### src/rtl/ram_ctrl_pkg.sv
// Shared definitions for the RAM controller: startup FSM encoding and response buffer sizing.
package ram_ctrl_pkg;

    localparam int RESP_DEPTH = 2;
    localparam int RESP_CNT_W = $clog2(RESP_DEPTH + 1);
    localparam int RESP_PTR_W = (RESP_DEPTH > 1) ? $clog2(RESP_DEPTH) : 1;

    typedef enum logic {
        ST_CLEAR = 1'b0,
        ST_RUN   = 1'b1
    } ctrl_state_e;

    function automatic logic [RESP_PTR_W-1:0] nextPtr(input logic [RESP_PTR_W-1:0] ptr);
        return (ptr == RESP_PTR_W'(RESP_DEPTH - 1)) ? '0 : ptr + 1'b1;
    endfunction

endpackage

### src/rtl/ram_ctrl_resp_buf.sv
// Small in-order response FIFO with valid/ready on both sides; output comes straight from storage
// so the head word stays stable while the consumer stalls.
module ram_ctrl_resp_buf
    import ram_ctrl_pkg::*;
#(
    parameter int DATA_WIDTH = 8
) (
    input  logic                  clk,
    input  logic                  rst_n,
    input  logic                  in_valid,
    output logic                  in_ready,
    input  logic [DATA_WIDTH-1:0] in_data,
    output logic                  out_valid,
    input  logic                  out_ready,
    output logic [DATA_WIDTH-1:0] out_data,
    output logic [RESP_CNT_W-1:0] count
);

    logic [DATA_WIDTH-1:0] slot_q [RESP_DEPTH];
    logic [RESP_PTR_W-1:0] wrPtr_q, wrPtr_d;
    logic [RESP_PTR_W-1:0] rdPtr_q, rdPtr_d;
    logic [RESP_CNT_W-1:0] count_q, count_d;
    logic                  push, pop;

    assign in_ready  = (count_q != RESP_CNT_W'(RESP_DEPTH));
    assign out_valid = (count_q != '0);
    assign out_data  = slot_q[rdPtr_q];
    assign count     = count_q;
    assign push      = in_valid && in_ready;
    assign pop       = out_valid && out_ready;

    always_comb begin
        wrPtr_d = push ? nextPtr(wrPtr_q) : wrPtr_q;
        rdPtr_d = pop ? nextPtr(rdPtr_q) : rdPtr_q;
        count_d = count_q;
        if (push && !pop) begin
            count_d = count_q + 1'b1;
        end else if (pop && !push) begin
            count_d = count_q - 1'b1;
        end
    end

    always_ff @(posedge clk or negedge rst_n) begin
        if (!rst_n) begin
            wrPtr_q <= '0;
            rdPtr_q <= '0;
            count_q <= '0;
            for (int i = 0; i < RESP_DEPTH; i++) begin
                slot_q[i] <= '0;
            end
        end else begin
            wrPtr_q <= wrPtr_d;
            rdPtr_q <= rdPtr_d;
            count_q <= count_d;
            if (push) begin
                slot_q[wrPtr_q] <= in_data;
            end
        end
    end

endmodule

### src/rtl/ram_ctrl.sv
// RAM controller: valid/ready front end to a single-port synchronous RAM with in-order read responses.
// Define RAM_CTRL_CLEAR_EN to zero the whole RAM after every reset before accepting traffic.
module ram_ctrl
    import ram_ctrl_pkg::*;
#(
    parameter int DATA_WIDTH = 8,
    parameter int ADDR_WIDTH = 8
) (
    input  logic                  clk,
    input  logic                  rst_n,
    input  logic                  req_valid,
    output logic                  req_ready,
    input  logic                  req_we,
    input  logic [ADDR_WIDTH-1:0] req_addr,
    input  logic [DATA_WIDTH-1:0] req_wdata,
    output logic                  resp_valid,
    input  logic                  resp_ready,
    output logic [DATA_WIDTH-1:0] resp_data,
    output logic                  mem_wr_rdn,
    output logic [ADDR_WIDTH-1:0] mem_addr,
    output logic [DATA_WIDTH-1:0] mem_wdata,
    input  logic [DATA_WIDTH-1:0] mem_rdata,
    output logic                  init_done
);

    logic                  inFlight_q, inFlight_d;
    logic [ADDR_WIDTH-1:0] lastRdAddr_q, lastRdAddr_d;
    logic                  initDone_q;
    logic                  accept, rdAccept, wrAccept;
    logic                  bufInReady, bufPop;
    logic [RESP_CNT_W-1:0] bufCount;
    logic [RESP_CNT_W:0]   occupancy;
    logic                  rdSlotFree;
    logic                  clearing;
    logic [ADDR_WIDTH-1:0] clrAddr;

    // A response popped this cycle frees its slot now, which keeps back-to-back reads at full rate.
    assign occupancy  = {1'b0, bufCount} + {{RESP_CNT_W{1'b0}}, inFlight_q}
                      - {{RESP_CNT_W{1'b0}}, bufPop};
    assign rdSlotFree = occupancy < (RESP_CNT_W + 1)'(RESP_DEPTH);
    assign req_ready  = initDone_q && (req_we || rdSlotFree);
    assign accept     = req_valid && req_ready;
    assign rdAccept   = accept && !req_we;
    assign wrAccept   = accept && req_we;
    assign bufPop     = resp_valid && resp_ready;
    assign init_done  = initDone_q;

    assign inFlight_d   = rdAccept;
    assign lastRdAddr_d = rdAccept ? req_addr : lastRdAddr_q;

    always_comb begin
        mem_wr_rdn = wrAccept;
        mem_addr   = accept ? req_addr : lastRdAddr_q;
        mem_wdata  = req_wdata;
        if (clearing) begin
            mem_wr_rdn = 1'b1;
            mem_addr   = clrAddr;
            mem_wdata  = '0;
        end
    end

    always_ff @(posedge clk or negedge rst_n) begin
        if (!rst_n) begin
            inFlight_q   <= 1'b0;
            lastRdAddr_q <= '0;
        end else begin
            inFlight_q   <= inFlight_d;
            lastRdAddr_q <= lastRdAddr_d;
        end
    end

`ifdef RAM_CTRL_CLEAR_EN
    ctrl_state_e           state_q;
    logic                  clrArm_q;
    logic [ADDR_WIDTH-1:0] clrAddr_q;

    // The arm flag keeps the write enable low while reset is held; the sweep begins one edge after release.
    always_ff @(posedge clk or negedge rst_n) begin
        if (!rst_n) begin
            state_q    <= ST_CLEAR;
            clrArm_q   <= 1'b0;
            clrAddr_q  <= '0;
            initDone_q <= 1'b0;
        end else begin
            clrArm_q <= 1'b1;
            if (state_q == ST_CLEAR) begin
                if (clrArm_q) begin
                    if (clrAddr_q == '1) begin
                        state_q    <= ST_RUN;
                        initDone_q <= 1'b1;
                    end else begin
                        clrAddr_q <= clrAddr_q + 1'b1;
                    end
                end
            end else begin
                initDone_q <= 1'b1;
            end
        end
    end

    assign clearing = (state_q == ST_CLEAR) && clrArm_q;
    assign clrAddr  = clrAddr_q;
`else
    always_ff @(posedge clk or negedge rst_n) begin
        if (!rst_n) begin
            initDone_q <= 1'b0;
        end else begin
            initDone_q <= 1'b1;
        end
    end

    assign clearing = 1'b0;
    assign clrAddr  = '0;
`endif

    ram_ctrl_resp_buf #(
        .DATA_WIDTH(DATA_WIDTH)
    ) u_resp_buf (
        .clk      (clk),
        .rst_n    (rst_n),
        .in_valid (inFlight_q),
        .in_ready (bufInReady),
        .in_data  (mem_rdata),
        .out_valid(resp_valid),
        .out_ready(resp_ready),
        .out_data (resp_data),
        .count    (bufCount)
    );

    // Unused-ready guard: the slot accounting above guarantees room, so bufInReady is always high here.
    logic unusedOk;
    assign unusedOk = bufInReady;

endmodule

### config.mk
export PLATFORM = sky130hd
export DESIGN_NAME = ram_ctrl
export DESIGN_NICKNAME = d
export VERILOG_FILES = /design/src/rtl/ram_ctrl_pkg.sv /design/src/rtl/ram_ctrl_resp_buf.sv /design/src/rtl/ram_ctrl.sv
export SDC_FILE = /design/constraint.sdc
export NUM_CORES = 1
export LEC_CHECK = 0
export BUFFER_PORTS_ARGS = -buffer_cell sky130_fd_sc_hd__buf_2
export CAP_MARGIN = 20
export CORE_AREA = 2 2 91 71
export CTS_CLUSTER_DIAMETER = 120
export DETAILED_ROUTE_END_ITERATION = 8
export DIE_AREA = 0 0 93 73
export PLACE_DENSITY_LB_ADDON = 0.12
export SLEW_MARGIN = 0
export SYNTH_ARGS = -nofsm -noshare
export SYNTH_HDL_FRONTEND = slang
export SYNTH_SLANG_ARGS = --single-unit
### constraint.sdc
create_clock -name clk -period 6.7 [get_ports clk]
set_input_delay 1.34 -clock clk [delete_from_list [all_inputs] [get_ports clk]]
set_output_delay 1.34 -clock clk [all_outputs]
set_load 0.005 [all_outputs]
Yosys cells after proc, flatten, opt, wreduce, memory -nomap -nowiden
Index checks and enable logic that the tools add are counted.

word-level totals
  input port bits = 29
  word-level logic and storage cells = 47
  register bits = 30
  output and inout bits = 28

cells by class
  bitwise gates (word level) = 2
  multiplexer cells = 11
  add/subtract/negate cells = 6
  magnitude comparators = 4
  eq/ne operators = 1
  reductions and logical operators = 15

operator list
  kind                                                                          number
  8-bit 2-to-1 mux                                                              5
  16-bit bitwise mux                                                            1
  1-bit logical AND                                                             9
  8-bit demux with 1-bit select                                                 1
  2-bit greater-or-equal comparator, second input constant                      2
  2-bit 2-to-1 mux                                                              2
  1-bit inverter with 2-bit output                                              2
  2-bit nonzero test                                                            2
  2-bit by 1-bit adder with 3-bit output                                        1
  1-bit zero test                                                               3
  3-bit by 2-bit less-than comparator with 1-bit output, second input constant  1
  3-bit by 1-bit subtractor with 3-bit output                                   1
  1-bit adder, second input constant                                            2
  2-bit by 1-bit adder with 2-bit output, second input constant                 1
  2-bit by 1-bit less-than comparator with 1-bit output, second input constant  1
  1-bit 2-to-1 mux                                                              2
  2-bit != test, second input constant                                          1
  2-bit by 1-bit subtractor with 2-bit output, second input constant            1
  1-bit logical OR                                                              1

Depth between registers and ports, before layout
Gate-level depths: netlist (run 1).

  word-level depth = 8
  gate-level depth with buffers = 10

Modules after synthesis
From an unflattened synthesis (run 1), not the netlist that was laid out.

second synthesis, totals
  cells, all modules = 146
  area, all modules = 1811.7 um2

by module, submodules not included
  module             times used  sequential area each (um2)  cells an instance  area an instance (um2)
  ram_ctrl_resp_buf  1           500.5                       60                 969.7
  ram_ctrl           1           250.2                       86                 842.1

Worst setup path after synthesis (run 1)
OpenSTA, ideal clock, no wires.

  kind = input to output
  from = input resp_ready
  to = output mem_addr[0]
  stages on the path = 8
  data arrival time = 3.306 ns
  path buffers = 1
  path slack = 2.054 ns
  cells stage by stage = nand2_1 inv_1 ha_1 nor2_1 fa_1 clkbuf_1 or4b_2 nand3_1

between the ends
  longest elaborated chain between the ends = 7

ends and longest elaborated chain
  element                                                RTL line        source
  start: declaration                                     ram_ctrl.sv:17  input logic resp_ready,
  1-bit logical AND                                      ram_ctrl.sv:45  assign bufPop = resp_valid && resp_ready;
  net bufPop                                             ram_ctrl.sv:30  logic bufInReady, bufPop;
  3-bit by 1-bit subtractor with 3-bit output            ram_ctrl.sv:39  - {{RESP_CNT_W{1'b0}}, bufPop};
  3-bit by 2-bit less-than comparator with 1-bit output  ram_ctrl.sv:40  assign rdSlotFree = occupancy < (RESP_CNT_W + 1)'(RESP_DEPTH);
  1-bit logical OR                                       ram_ctrl.sv:41  assign req_ready = initDone_q && (req_we || rdSlotFree);
  1-bit logical AND                                      ram_ctrl.sv:41
  1-bit logical AND                                      ram_ctrl.sv:42  assign accept = req_valid && req_ready;
  8-bit 2-to-1 mux                                       ram_ctrl.sv:53  mem_addr = accept ? req_addr : lastRdAddr_q;
  end: declaration                                       ram_ctrl.sv:20  output logic [ADDR_WIDTH-1:0] mem_addr,

The timed path passes the listed nets, and every way through them passes these cells.

Worst setup path after layout (run 1)
  from = input resp_ready
  to = output mem_addr[3]

Same word-level chain as after synthesis.

==> results of run 1 <==
-- report_power, final --
group / leakage (nW) / switching [mW] / internal [mW]
clock: 0.0575 / 0.0635 / 0.104
combinational: 0.542 / 0.188 / 0.228
sequential: 0.366 / 0.0671 / 0.266
total: 0.966 / 0.318 / 0.598
-- flip-flops by register name, summed over array words and instances (netlist names) --
| register | count |
|---|---|
| u_resp_buf.slot_q | 16 |
| lastRdAddr_q | 8 |
| u_resp_buf.count | 2 |
| inFlight_q | 1 |
| init_done | 1 |
| u_resp_buf.rdPtr_q | 1 |
| u_resp_buf.wrPtr_q | 1 |
-- placed cells by master (no fill, tap or decap), types with 2 or more instances in the layout --
| cell type | instances |
|---|---|
| sky130_fd_sc_hd__inv_1 | 6 |
| sky130_fd_sc_hd__or4b_2 | 8 |
| sky130_fd_sc_hd__nand3_1 | 8 |
| sky130_fd_sc_hd__mux2_4 | 8 |
| sky130_fd_sc_hd__buf_2 | 40 |
| sky130_fd_sc_hd__xnor2_1 | 4 |
| sky130_fd_sc_hd__nor2_1 | 3 |
| sky130_fd_sc_hd__clkbuf_8 | 8 |
| sky130_fd_sc_hd__dfrtp_1 | 30 |
| sky130_fd_sc_hd__mux2_2 | 24 |
| sky130_fd_sc_hd__a21oi_1 | 9 |
| sky130_fd_sc_hd__o211ai_1 | 8 |
| sky130_fd_sc_hd__ha_1 | 2 |
| sky130_fd_sc_hd__nand2_1 | 2 |
| sky130_fd_sc_hd__and4_1 | 8 |
| sky130_fd_sc_hd__xor2_1 | 2 |
-- cell type report --
cell class / count / share of cell area
clock buffers: 8 / 0.0537
multi-input cells: 94 / 0.417
well taps: 81 / 0.0494
inverters: 7 / 0.0128
flip-flops and latches: 30 / 0.366
repair buffers: 41 / 0.101
-- logic make-up (layout without fill, tap and decap cells) --
kind of cell | Yosys count | in the layout | share of synthesized area
multiplexers | 32 | 32 | 0.228
AND/OR/NAND/NOR | 32 | 32 | 0.133
flip-flops | 30 | 30 | 0.438
AO/OA/AOI/OAI | 20 | 20 | 0.0788
buffers and inverters | 20 | 56 | 0.0634
XOR/XNOR | 6 | 6 | 0.0306
adder cells (fa/ha/maj) | 3 | 3 | 0.0263
other | 1 | 1 | 0.00219
-- metal layers --
metal	global-route usage	vias up	share of wire
met4	0.0588	0	0.023
met1	0.150	628	0.46
met5	0	-	0
met3	0.0362	14	0.045
li1	-	592	-
met2	0.192	17	0.48
-- worst max-delay path by stage --
stage                       end  cells after the start
global route        mem_addr[3]                      9
floorplan           mem_addr[0]                      8
detailed placement  mem_addr[3]                     10
global placement    mem_addr[5]                     10
finish              mem_addr[3]                      9
CTS                 mem_addr[3]                     10
-- through the flow --
stage	util	setup slack (ns)	area, um2
floorplan	-	2.05	1720
global placement	0.322	1.71	1930
detailed placement	0.322	1.60	1930
CTS	0.340	1.59	2040
global route	0.342	1.64	2050
finish	0.342	1.68	2050
==> impl_metrics.toml, run 1 <==
[synth]
synth.net_count = 176
synth_area_mm2 = 0.00172
synth_top_cells_by_area = "sky130_fd_sc_hd__dfrtp_1, sky130_fd_sc_hd__mux2_2, sky130_fd_sc_hd__mux2_4, sky130_fd_sc_hd__or4b_2, sky130_fd_sc_hd__and4_1"
synth-warning-count = 0
ys_ff_latch = 30
synth-async-reset-ratio = 1.00
syn_inst = 144
synth_most_common_cell = "sky130_fd_sc_hd__dfrtp_1"
synth_commonest_cells = "sky130_fd_sc_hd__dfrtp_1, sky130_fd_sc_hd__mux2_2, sky130_fd_sc_hd__a21oi_1, sky130_fd_sc_hd__buf_4"
synth_edf_count = 0
yosysUniqueCellTypes = 25
yosysTopAreaCellShare = 0.438
yosysSeqAreaShare = 0.438
synthDominantAreaCellType = "sky130_fd_sc_hd__dfrtp_1"
average_footprint_of_a_synthesized_cell_um2 = 11.9
synth-main-ff-cell = "sky130_fd_sc_hd__dfrtp_1"

[floorplan]
initial_core_util = 0.286
fp.dieH_um = 73
num_rows = 25
design.die.area_mm2 = 0.00679
die_w_um = 93
top_level_ports = 57
core_area_mm2 = 0.00601

[setup_path]
timing.critical_path.from = "resp_ready"
critical_path.max_stage_delay_ns = 0.76
setup.worst_path.end_class = "output pin"
worst_path_max_delay_cell = "sky130_fd_sc_hd__or4b_2"
criticalPathCategory = "input pin to output pin"
worstPathArrival_ns = 3.68
list_of_cells_traversed_by_the_critical_path = "buf_2 > nand2_1 > inv_1 > ha_1 > nor2_1 > fa_1 > or4b_2 > nand3_1 > buf_2"
timing.critical_path.mode_cell = "sky130_fd_sc_hd__buf_2"
worst_ep_required_time_ns = 5.36
ff2ff_setup_slack_ns = 3.26
critical-path-top-delay-family = "simple AND/OR/NAND/NOR gates"
timing.rr.start = "u_resp_buf.count[0]$_DFFE_PN0P_"
timing.critical_path.from_type = "input pin"
worst_r2r_endpoint = "lastRdAddr_q[0]$_DFFE_PN0P_"
cp_max_fo = 18
worst-r2r-cell-count = 8
path_buf_inv = 3

[global_route]
antenna_found_initial = 0
first_global_vias = 1296
grt_start_max_net_pins = 31
overflow = 0
global_route_wire_length_before_repair_um = 6320
globalRouteTotalUtil = 0.120

[routing]
drc_errors = 0
postRouteAntennaNets = 0
drt_iter0_drc = 28
wl_um = 3800
dr.pass1.iters = 4
wl_per_cell_um = 14.6
routed_via_density = 4.79
detailroute.via_count = 1251

[timing]
min_period_over_period = 0.749
setup-violations-final = 0
final.setup.tns_ns = 0
final.setup_skew_ns = 0.00809
maxClockFrequency_mhz = 199
worst_hold_slack_ns = 0.502
grt_setup_unrepaired = "false"
slew_violations = 0
finalCriticalPeriod_ns = 5.02
timing_worst_slew_pin_value_ns = 0.785
report.final.hold_viol_count = 0
worst_slew_margin_rel = 0.476

[pwr]
p_leak_nw = 0.966
fin_total_pwr_uw = 916
peak_supply_drop_uv = 135
cellPowerDensity_mw_per_mm2 = 446

[placed_design]
dp.final_hpwl_um = 2600
placed_cells_incl_taps = 252
buffer_ports.inserted = 40
place.gp.congestion = 0.665

[clock_tree]
cts-htree-levels = 2
cts-hold-fix-buffers = 0
numClockSinks = 30
cts_root_buffer = "sky130_fd_sc_hd__clkbuf_8"
cts-buffers-inserted = 5
post_cts_resized = 0
cts_post_setup_buffers_inserted = 0
max-clock-path-buffers = 2
clkTransAtPathRegs_ns = 0.06
clock_tree_from_tritoncts = "done"
worstSkewPairLatency_ns = 0.27

[worst_hold_path]
hold_path_startpoint = "u_resp_buf.slot_q[10]$_DFFE_PN0P_"
timing.hold.worst_endpoint = "u_resp_buf.slot_q[10]$_DFFE_PN0P_"
hold-path-cell-count = 1
min-delay-path-class = "register to register"

[layout]
multiInputGateArea_um2 = 856
layout.cells.non_filler = 261
antenna_cells_inserted = 0
final_net_count = 211
layout.filler_cells = 619
area_growth_pct = 19.6
storage_cell_area_um2 = 751
drive_above_1_share = 0.511

[run]
maxCapViolations = 0

[status]
status = "complete, no violations"
No activity file was read; power rests on OpenSTA's default activity.
==> run 2, diff against run 1 <==
ABC_AREA = 1   (was default)
CORE_AREA = 2 2 89 69   (was 2 2 91 71)
DIE_AREA = 0 0 91 71   (was 0 0 93 73)
clock period = 4.15 ns   (was 6.7 ns; I/O delays follow)
==> run 2 against run 1 <==
Net effect:
- synthesized area shrank 4.6%
- die area fell by 4.8%
- via count fell by 1.4%
- global-route usage is 1.3 points lower
- register-to-register slack lost 1.7 ns
- final area decreased by 6.5%
- first-iteration DRC count rose by 64%
- wire length fell by 17%
- clock skew fell by 0.0047 ns
- sequential share of layout area increased by 2.5 points
- non-clock buffer count shrank 1
- utilization is 0.17 points lower
- highest routed layer unchanged
==> impl_metrics.toml, run 2 <==
[floorplan]
core_area_mm2 = 0.00565
initial_core_util = 0.290
design.die.area_mm2 = 0.00646
die_w_um = 91
num_rows = 24
fp.dieH_um = 71
top_level_ports = 57

[pwr]
internal_power_uw = 809
p_leak_nw = 1.07
peak_supply_drop_uv = 140
cellPowerDensity_mw_per_mm2 = 687
power.net_switching_uw = 510
p_seq_frac = 0.401
switching_share_of_total_power = 0.387
power.share.combinational = 0.418
clockPowerShare = 0.181

[clock_tree]
max-clock-path-buffers = 2
clock_tree_from_tritoncts = "done"
cts-buffers-inserted = 5
clkTransAtPathRegs_ns = 0.06
cts-htree-levels = 2
post_cts_resized = 0
worstSkewPairLatency_ns = 0.27
cts_root_buffer = "sky130_fd_sc_hd__clkbuf_8"
cts-hold-fix-buffers = 0
cts_post_setup_buffers_inserted = 0
numClockSinks = 30

[layout]
area_growth_pct = 17.3
largest-register = "u_resp_buf.slot_q"
mostFrequentLayoutCell = "sky130_fd_sc_hd__nand2_1"
largest_register_ff_count = 16
layout.cells.non_filler = 304
top_library_cells_by_usage_in_the_layout_fill_and_taps_aside = "sky130_fd_sc_hd__nand2_1, sky130_fd_sc_hd__buf_2, sky130_fd_sc_hd__dfrtp_1, sky130_fd_sc_hd__inv_1, sky130_fd_sc_hd__o21ai_0"
final_net_count = 257
layout.filler_cells = 662
drive_above_1_share = 0.288
antenna_cells_inserted = 0

[worst_hold_path]
hold-path-cell-count = 2
timing.hold.worst_endpoint = "lastRdAddr_q[5]$_DFFE_PN0P_"
min-delay-path-class = "register to register"
hold_path_startpoint = "lastRdAddr_q[5]$_DFFE_PN0P_"

[routing]
wl_per_cell_um = 10.3
routed_via_density = 4.06
dr.pass1.iters = 4
postRouteAntennaNets = 0
drt_iter0_drc = 46
detailroute.via_count = 1234
wl_um = 3140
drc_errors = 0

[synth]
synth_top_cells_by_area = "sky130_fd_sc_hd__dfrtp_1, sky130_fd_sc_hd__nand2_1, sky130_fd_sc_hd__inv_1, sky130_fd_sc_hd__o21ai_0, sky130_fd_sc_hd__o21ai_2"
synth_edf_count = 0
synth_commonest_cells = "sky130_fd_sc_hd__nand2_1, sky130_fd_sc_hd__dfrtp_1, sky130_fd_sc_hd__inv_1"
synth-async-reset-ratio = 1.00
yosysUniqueCellTypes = 30
synth.net_count = 224
average_footprint_of_a_synthesized_cell_um2 = 8.52
yosysSeqAreaShare = 0.459
synth-warning-count = 0
synth_most_common_cell = "sky130_fd_sc_hd__nand2_1"
ys_ff_latch = 30
synthDominantAreaCellType = "sky130_fd_sc_hd__dfrtp_1"
synth-main-ff-cell = "sky130_fd_sc_hd__dfrtp_1"
syn_inst = 192
yosysTopAreaCellShare = 0.459
synth_area_mm2 = 0.00164

[setup_path]
ff2ff_setup_slack_ns = 1.58
cp_max_fo = 10
worst_r2r_endpoint = "lastRdAddr_q[3]$_DFFE_PN0P_"
worst-r2r-cell-count = 13
setup.worst_path.end_class = "output pin"
timing.rr.start = "u_resp_buf.count[1]$_DFFE_PN0P_"
worstPathArrival_ns = 2.87
timing.critical_path.from_type = "register"
worst_ep_required_time_ns = 3.32
criticalPathCategory = "register to output pin"

[timing]
timing_worst_slew_pin_value_ns = 0.667
report.final.hold_viol_count = 0
worst_hold_slack_ns = 0.482
worst_slew_margin_rel = 0.555
setup-violations-final = 0
slew_violations = 0
maxClockFrequency_mhz = 271
final.setup_skew_ns = 0.00335
final.setup.tns_ns = 0
min_period_over_period = 0.891
finalCriticalPeriod_ns = 3.70
grt_setup_unrepaired = "false"

[placed_design]
placed_cells_incl_taps = 296
place.gp.congestion = 0.714
dp.final_hpwl_um = 2330
buffer_ports.inserted = 40

[global_route]
antenna_found_initial = 0
overflow = 0
globalRouteTotalUtil = 0.107
grt_start_max_net_pins = 31
first_global_vias = 1209
global_route_wire_length_before_repair_um = 5520

[run]
maxCapViolations = 0

[status]
status = "complete, no violations"
run 2: cell count changes after synthesis, sizes merged, moves of 9 or more:
cell / previous run / this run
o211ai: 9 / 0
o21ai: 1 / 26
nand2: 2 / 70
nand4: 0 / 9
inv: 6 / 26
mux2: 32 / 0
run 2: critical path, cell delays in order (launching register included):
cell and delay [ns]:
sky130_fd_sc_hd__dfrtp_1 0.46, sky130_fd_sc_hd__inv_1 0.16, sky130_fd_sc_hd__nand2_1 0.08, sky130_fd_sc_hd__nand2_1 0.12, sky130_fd_sc_hd__inv_1 0.06, sky130_fd_sc_hd__ha_1 0.28
sky130_fd_sc_hd__nor2_1 0.13, sky130_fd_sc_hd__fa_1 0.42, sky130_fd_sc_hd__inv_1 0.07, sky130_fd_sc_hd__nand2_2 0.09, sky130_fd_sc_hd__o21ai_4 0.28, sky130_fd_sc_hd__nand3_4 0.17
sky130_fd_sc_hd__nand2_1 0.10, sky130_fd_sc_hd__nand2_1 0.06, sky130_fd_sc_hd__buf_2 0.12
run 2: per-stage QoR:
| stage | instance area [um2] | setup WS, ns | total power, mW | util |
|---|---|---|---|---|
| 3_3_place_gp | 1830 | 0.492 | 1.11 | 0.324 |
| 3_5_place_dp | 1830 | 0.492 | 1.10 | 0.324 |
| 6_report | 1920 | 0.454 | 1.32 | 0.340 |
| 5_1_grt | 1920 | 0.228 | 1.47 | 0.340 |
| 2_1_floorplan | 1640 | 0.888 | 0.920 | - |
| 4_1_cts | 1920 | 0.418 | 1.35 | 0.340 |
run 2: how the worst max path moves through the flow:
stage | start | endpoint | slack (ns)
after detailed placement | resp_ready | mem_addr[2] | 0.49
final | u_resp_buf.count[1]$_DFFE_PN0P_ | mem_addr[7] | 0.45
after CTS | u_resp_buf.count[1]$_DFFE_PN0P_ | mem_addr[2] | 0.42
after global placement | resp_ready | mem_addr[2] | 0.49
after floorplan | resp_ready | mem_addr[0] | 0.89
after global routing | u_resp_buf.count[1]$_DFFE_PN0P_ | mem_addr[0] | 0.23
run 2: power by group through the flow:
| stage | logic [mW] | registers (mW) | clock network [mW] |
|---|---|---|---|
| floorplan | 0.420 | 0.500 | 0 |
| finish | 0.551 | 0.530 | 0.239 |
| CTS | 0.569 | 0.533 | 0.249 |
| detailed placement | 0.567 | 0.537 | 0 |
| global route | 0.651 | 0.552 | 0.262 |
| global placement | 0.569 | 0.539 | 0 |
run 2: layout make-up:
class	count	area, um2	share of cell area
Inverter	27	101	0.0528
Multi-Input combinational cell	121	678	0.353
Clock inverter	1	5.00	0.00261
Tap cell	78	97.6	0.0508
Timing Repair Buffer	40	200	0.104
Sequential cell	30	751	0.391
Clock buffer	7	86.3	0.0450
run 2: kinds of logic (layout without fill, tap and decap cells):
logic type      after synthesis  after routing  synth area share
simple gates                 85             85             0.245
buf+inv                      41             75             0.127
flops                        30             30             0.459
compound gates               28             28             0.118
xor+xnor                      4              4            0.0214
fa+ha+maj                     3              3            0.0275
other cells                   1              1           0.00229
run 2: per-layer routing:
layer	vias to the layer above	share of wire	GRT usage
met4	0	0.014	0.0488
met2	15	0.45	0.161
met3	5	0.033	0.0341
met1	559	0.50	0.142
met5	-	0	0
li1	655	-	-
==> run 3, diff against run 2 <==
CORE_AREA = 5 5 92 72   (was 2 2 89 69)
DIE_AREA = 0 0 97 77   (was 0 0 91 71)
==> run 3 against run 2 <==
Net effect:
- sequential share of layout area down 0.38 points
- critical path depth stayed put
- power increased by 3.4%
- largest cell class unchanged
==> impl_metrics.toml, run 3 (synthesis gave the netlist of run 2 again) <==
[status]
status = "complete, no violations"

[timing]
worst_slew_margin_rel = 0.550
report.final.hold_viol_count = 0
setup-violations-final = 0
slew_violations = 0
timing_worst_slew_pin_value_ns = 0.674
final.setup.tns_ns = 0
maxClockFrequency_mhz = 269
finalCriticalPeriod_ns = 3.71
grt_setup_unrepaired = "false"
min_period_over_period = 0.895
final.setup_skew_ns = 0.00316

[routing]
wl_per_cell_um = 11.0
dr.pass1.iters = 4
drc_errors = 0
detailroute.via_count = 1244
wl_um = 3340
routed_via_density = 4.09
postRouteAntennaNets = 0
drt_iter0_drc = 51

[clock_tree]
cts-buffers-inserted = 5
cts_post_setup_buffers_inserted = 0
max-clock-path-buffers = 2
cts-htree-levels = 2
worstSkewPairLatency_ns = 0.28
post_cts_resized = 0
clock_tree_from_tritoncts = "done"
clkTransAtPathRegs_ns = 0.06
cts-hold-fix-buffers = 0
numClockSinks = 30
cts_root_buffer = "sky130_fd_sc_hd__clkbuf_8"

[layout]
largest_register_ff_count = 16
largest-register = "u_resp_buf.slot_q"
top_library_cells_by_usage_in_the_layout_fill_and_taps_aside = "sky130_fd_sc_hd__nand2_1, sky130_fd_sc_hd__buf_2, sky130_fd_sc_hd__dfrtp_1, sky130_fd_sc_hd__inv_1, sky130_fd_sc_hd__o21ai_0"
area_growth_pct = 18.4
final_net_count = 257
stdcell_area_mm2 = 0.00194
drive_above_1_share = 0.292
antenna_cells_inserted = 0
mostFrequentLayoutCell = "sky130_fd_sc_hd__nand2_1"
postLayoutCoreUtil = 0.341

[setup_path]
ff2ff_setup_slack_ns = 1.58
worst_ep_required_time_ns = 3.32
critical_path_sink = "mem_addr[0]"
criticalPathCategory = "register to output pin"
worstPathArrival_ns = 2.88
timing.critical_path.from = "u_resp_buf.count[1]$_DFFE_PN0P_"
setup.worst_path.end_class = "output pin"
worst-r2r-cell-count = 13
timing.rr.start = "u_resp_buf.count[1]$_DFFE_PN0P_"
cp_max_fo = 10
worst_r2r_endpoint = "lastRdAddr_q[2]$_DFFE_PN0P_"
timing.critical_path.from_type = "register"

[floorplan]
core_area_mm2 = 0.00568
die_w_um = 97
num_rows = 24
design.die.area_mm2 = 0.00747
top_level_ports = 57
fp.dieH_um = 77
initial_core_util = 0.288

[global_route]
globalRouteTotalUtil = 0.0970
global_route_wire_length_before_repair_um = 5730
grt_most_used_layer = "met2"
met3_usage = 0.0471
overflow = 0
groute.layer.met1.usage = 0.118
grt_start_max_net_pins = 31
globalRouteMet2Util = 0.147
first_global_vias = 1242
antenna_found_initial = 0

[pwr]
peak_supply_drop_uv = 190
fin_total_pwr_mw = 1.36
cellPowerDensity_mw_per_mm2 = 704
p_leak_nw = 1.08

[placed_design]
buffer_ports.inserted = 40
placed_cell_area_mm2 = 0.00183
dp.final_hpwl_um = 2450
place.gp.congestion = 0.688

[worst_hold_path]
min-delay-path-class = "register to register"
hold-path-cell-count = 2

[run]
maxCapViolations = 0
==> run 3: where the power goes <==
group | total [mW] | internal, mW | switching, mW
sequential | 0.531 | 0.432 | 0.0987
combinational | 0.561 | 0.245 | 0.316
clock | 0.272 | 0.167 | 0.105
total | 1.36 | 0.845 | 0.520
==> run 3: per-layer routing <==
| layer | wire length [um] | share of wire |
|---|---|---|
| met5 | 0 | 0 |
| met4 | 44 | 0.013 |
| met3 | 149 | 0.045 |
| met2 | 1500 | 0.45 |
| met1 | 1640 | 0.49 |
==> run 3: final cells by class <==
type	instances	area, um2
well taps	78	97.6
inverters	27	101
fillers	622	3740
multi-input cells	121	678
flip-flops and latches	30	751
clock buffers	8	110
repair buffers	40	200
==> run 3: how the worst min path moves through the flow <==
stage	from	end
2_1_floorplan	u_resp_buf.slot_q[2]$_DFFE_PN0P_	u_resp_buf.slot_q[2]$_DFFE_PN0P_
6_report	u_resp_buf.slot_q[0]$_DFFE_PN0P_	u_resp_buf.slot_q[0]$_DFFE_PN0P_
4_1_cts	lastRdAddr_q[2]$_DFFE_PN0P_	lastRdAddr_q[2]$_DFFE_PN0P_
5_1_grt	u_resp_buf.slot_q[5]$_DFFE_PN0P_	u_resp_buf.slot_q[5]$_DFFE_PN0P_
3_5_place_dp	lastRdAddr_q[2]$_DFFE_PN0P_	lastRdAddr_q[2]$_DFFE_PN0P_
3_3_place_gp	u_resp_buf.slot_q[9]$_DFFE_PN0P_	u_resp_buf.slot_q[9]$_DFFE_PN0P_
==> run 3: through the flow <==
stage	hold WS (ns)	worst slack (ns)	cells
6_report	0.484	0.437	304
5_1_grt	0.502	0.157	304
4_1_cts	0.487	0.411	304
3_5_place_dp	0.472	0.499	296
3_3_place_gp	0.472	0.487	296
2_1_floorplan	0.453	0.888	192
==> run 3: critical path: stages, from the launching register on <==
cell                      delay, ns
sky130_fd_sc_hd__dfrtp_1       0.45
sky130_fd_sc_hd__inv_1         0.16
sky130_fd_sc_hd__nand2_1       0.08
sky130_fd_sc_hd__nand2_1       0.12
sky130_fd_sc_hd__inv_1         0.06
sky130_fd_sc_hd__ha_1          0.28
sky130_fd_sc_hd__nor2_1        0.13
sky130_fd_sc_hd__fa_1          0.43
sky130_fd_sc_hd__inv_1         0.08
sky130_fd_sc_hd__nand2_2       0.09
sky130_fd_sc_hd__o21ai_4       0.30
sky130_fd_sc_hd__nand3_4       0.16
sky130_fd_sc_hd__nand2_1       0.10
sky130_fd_sc_hd__nand2_1       0.05
sky130_fd_sc_hd__buf_2         0.12
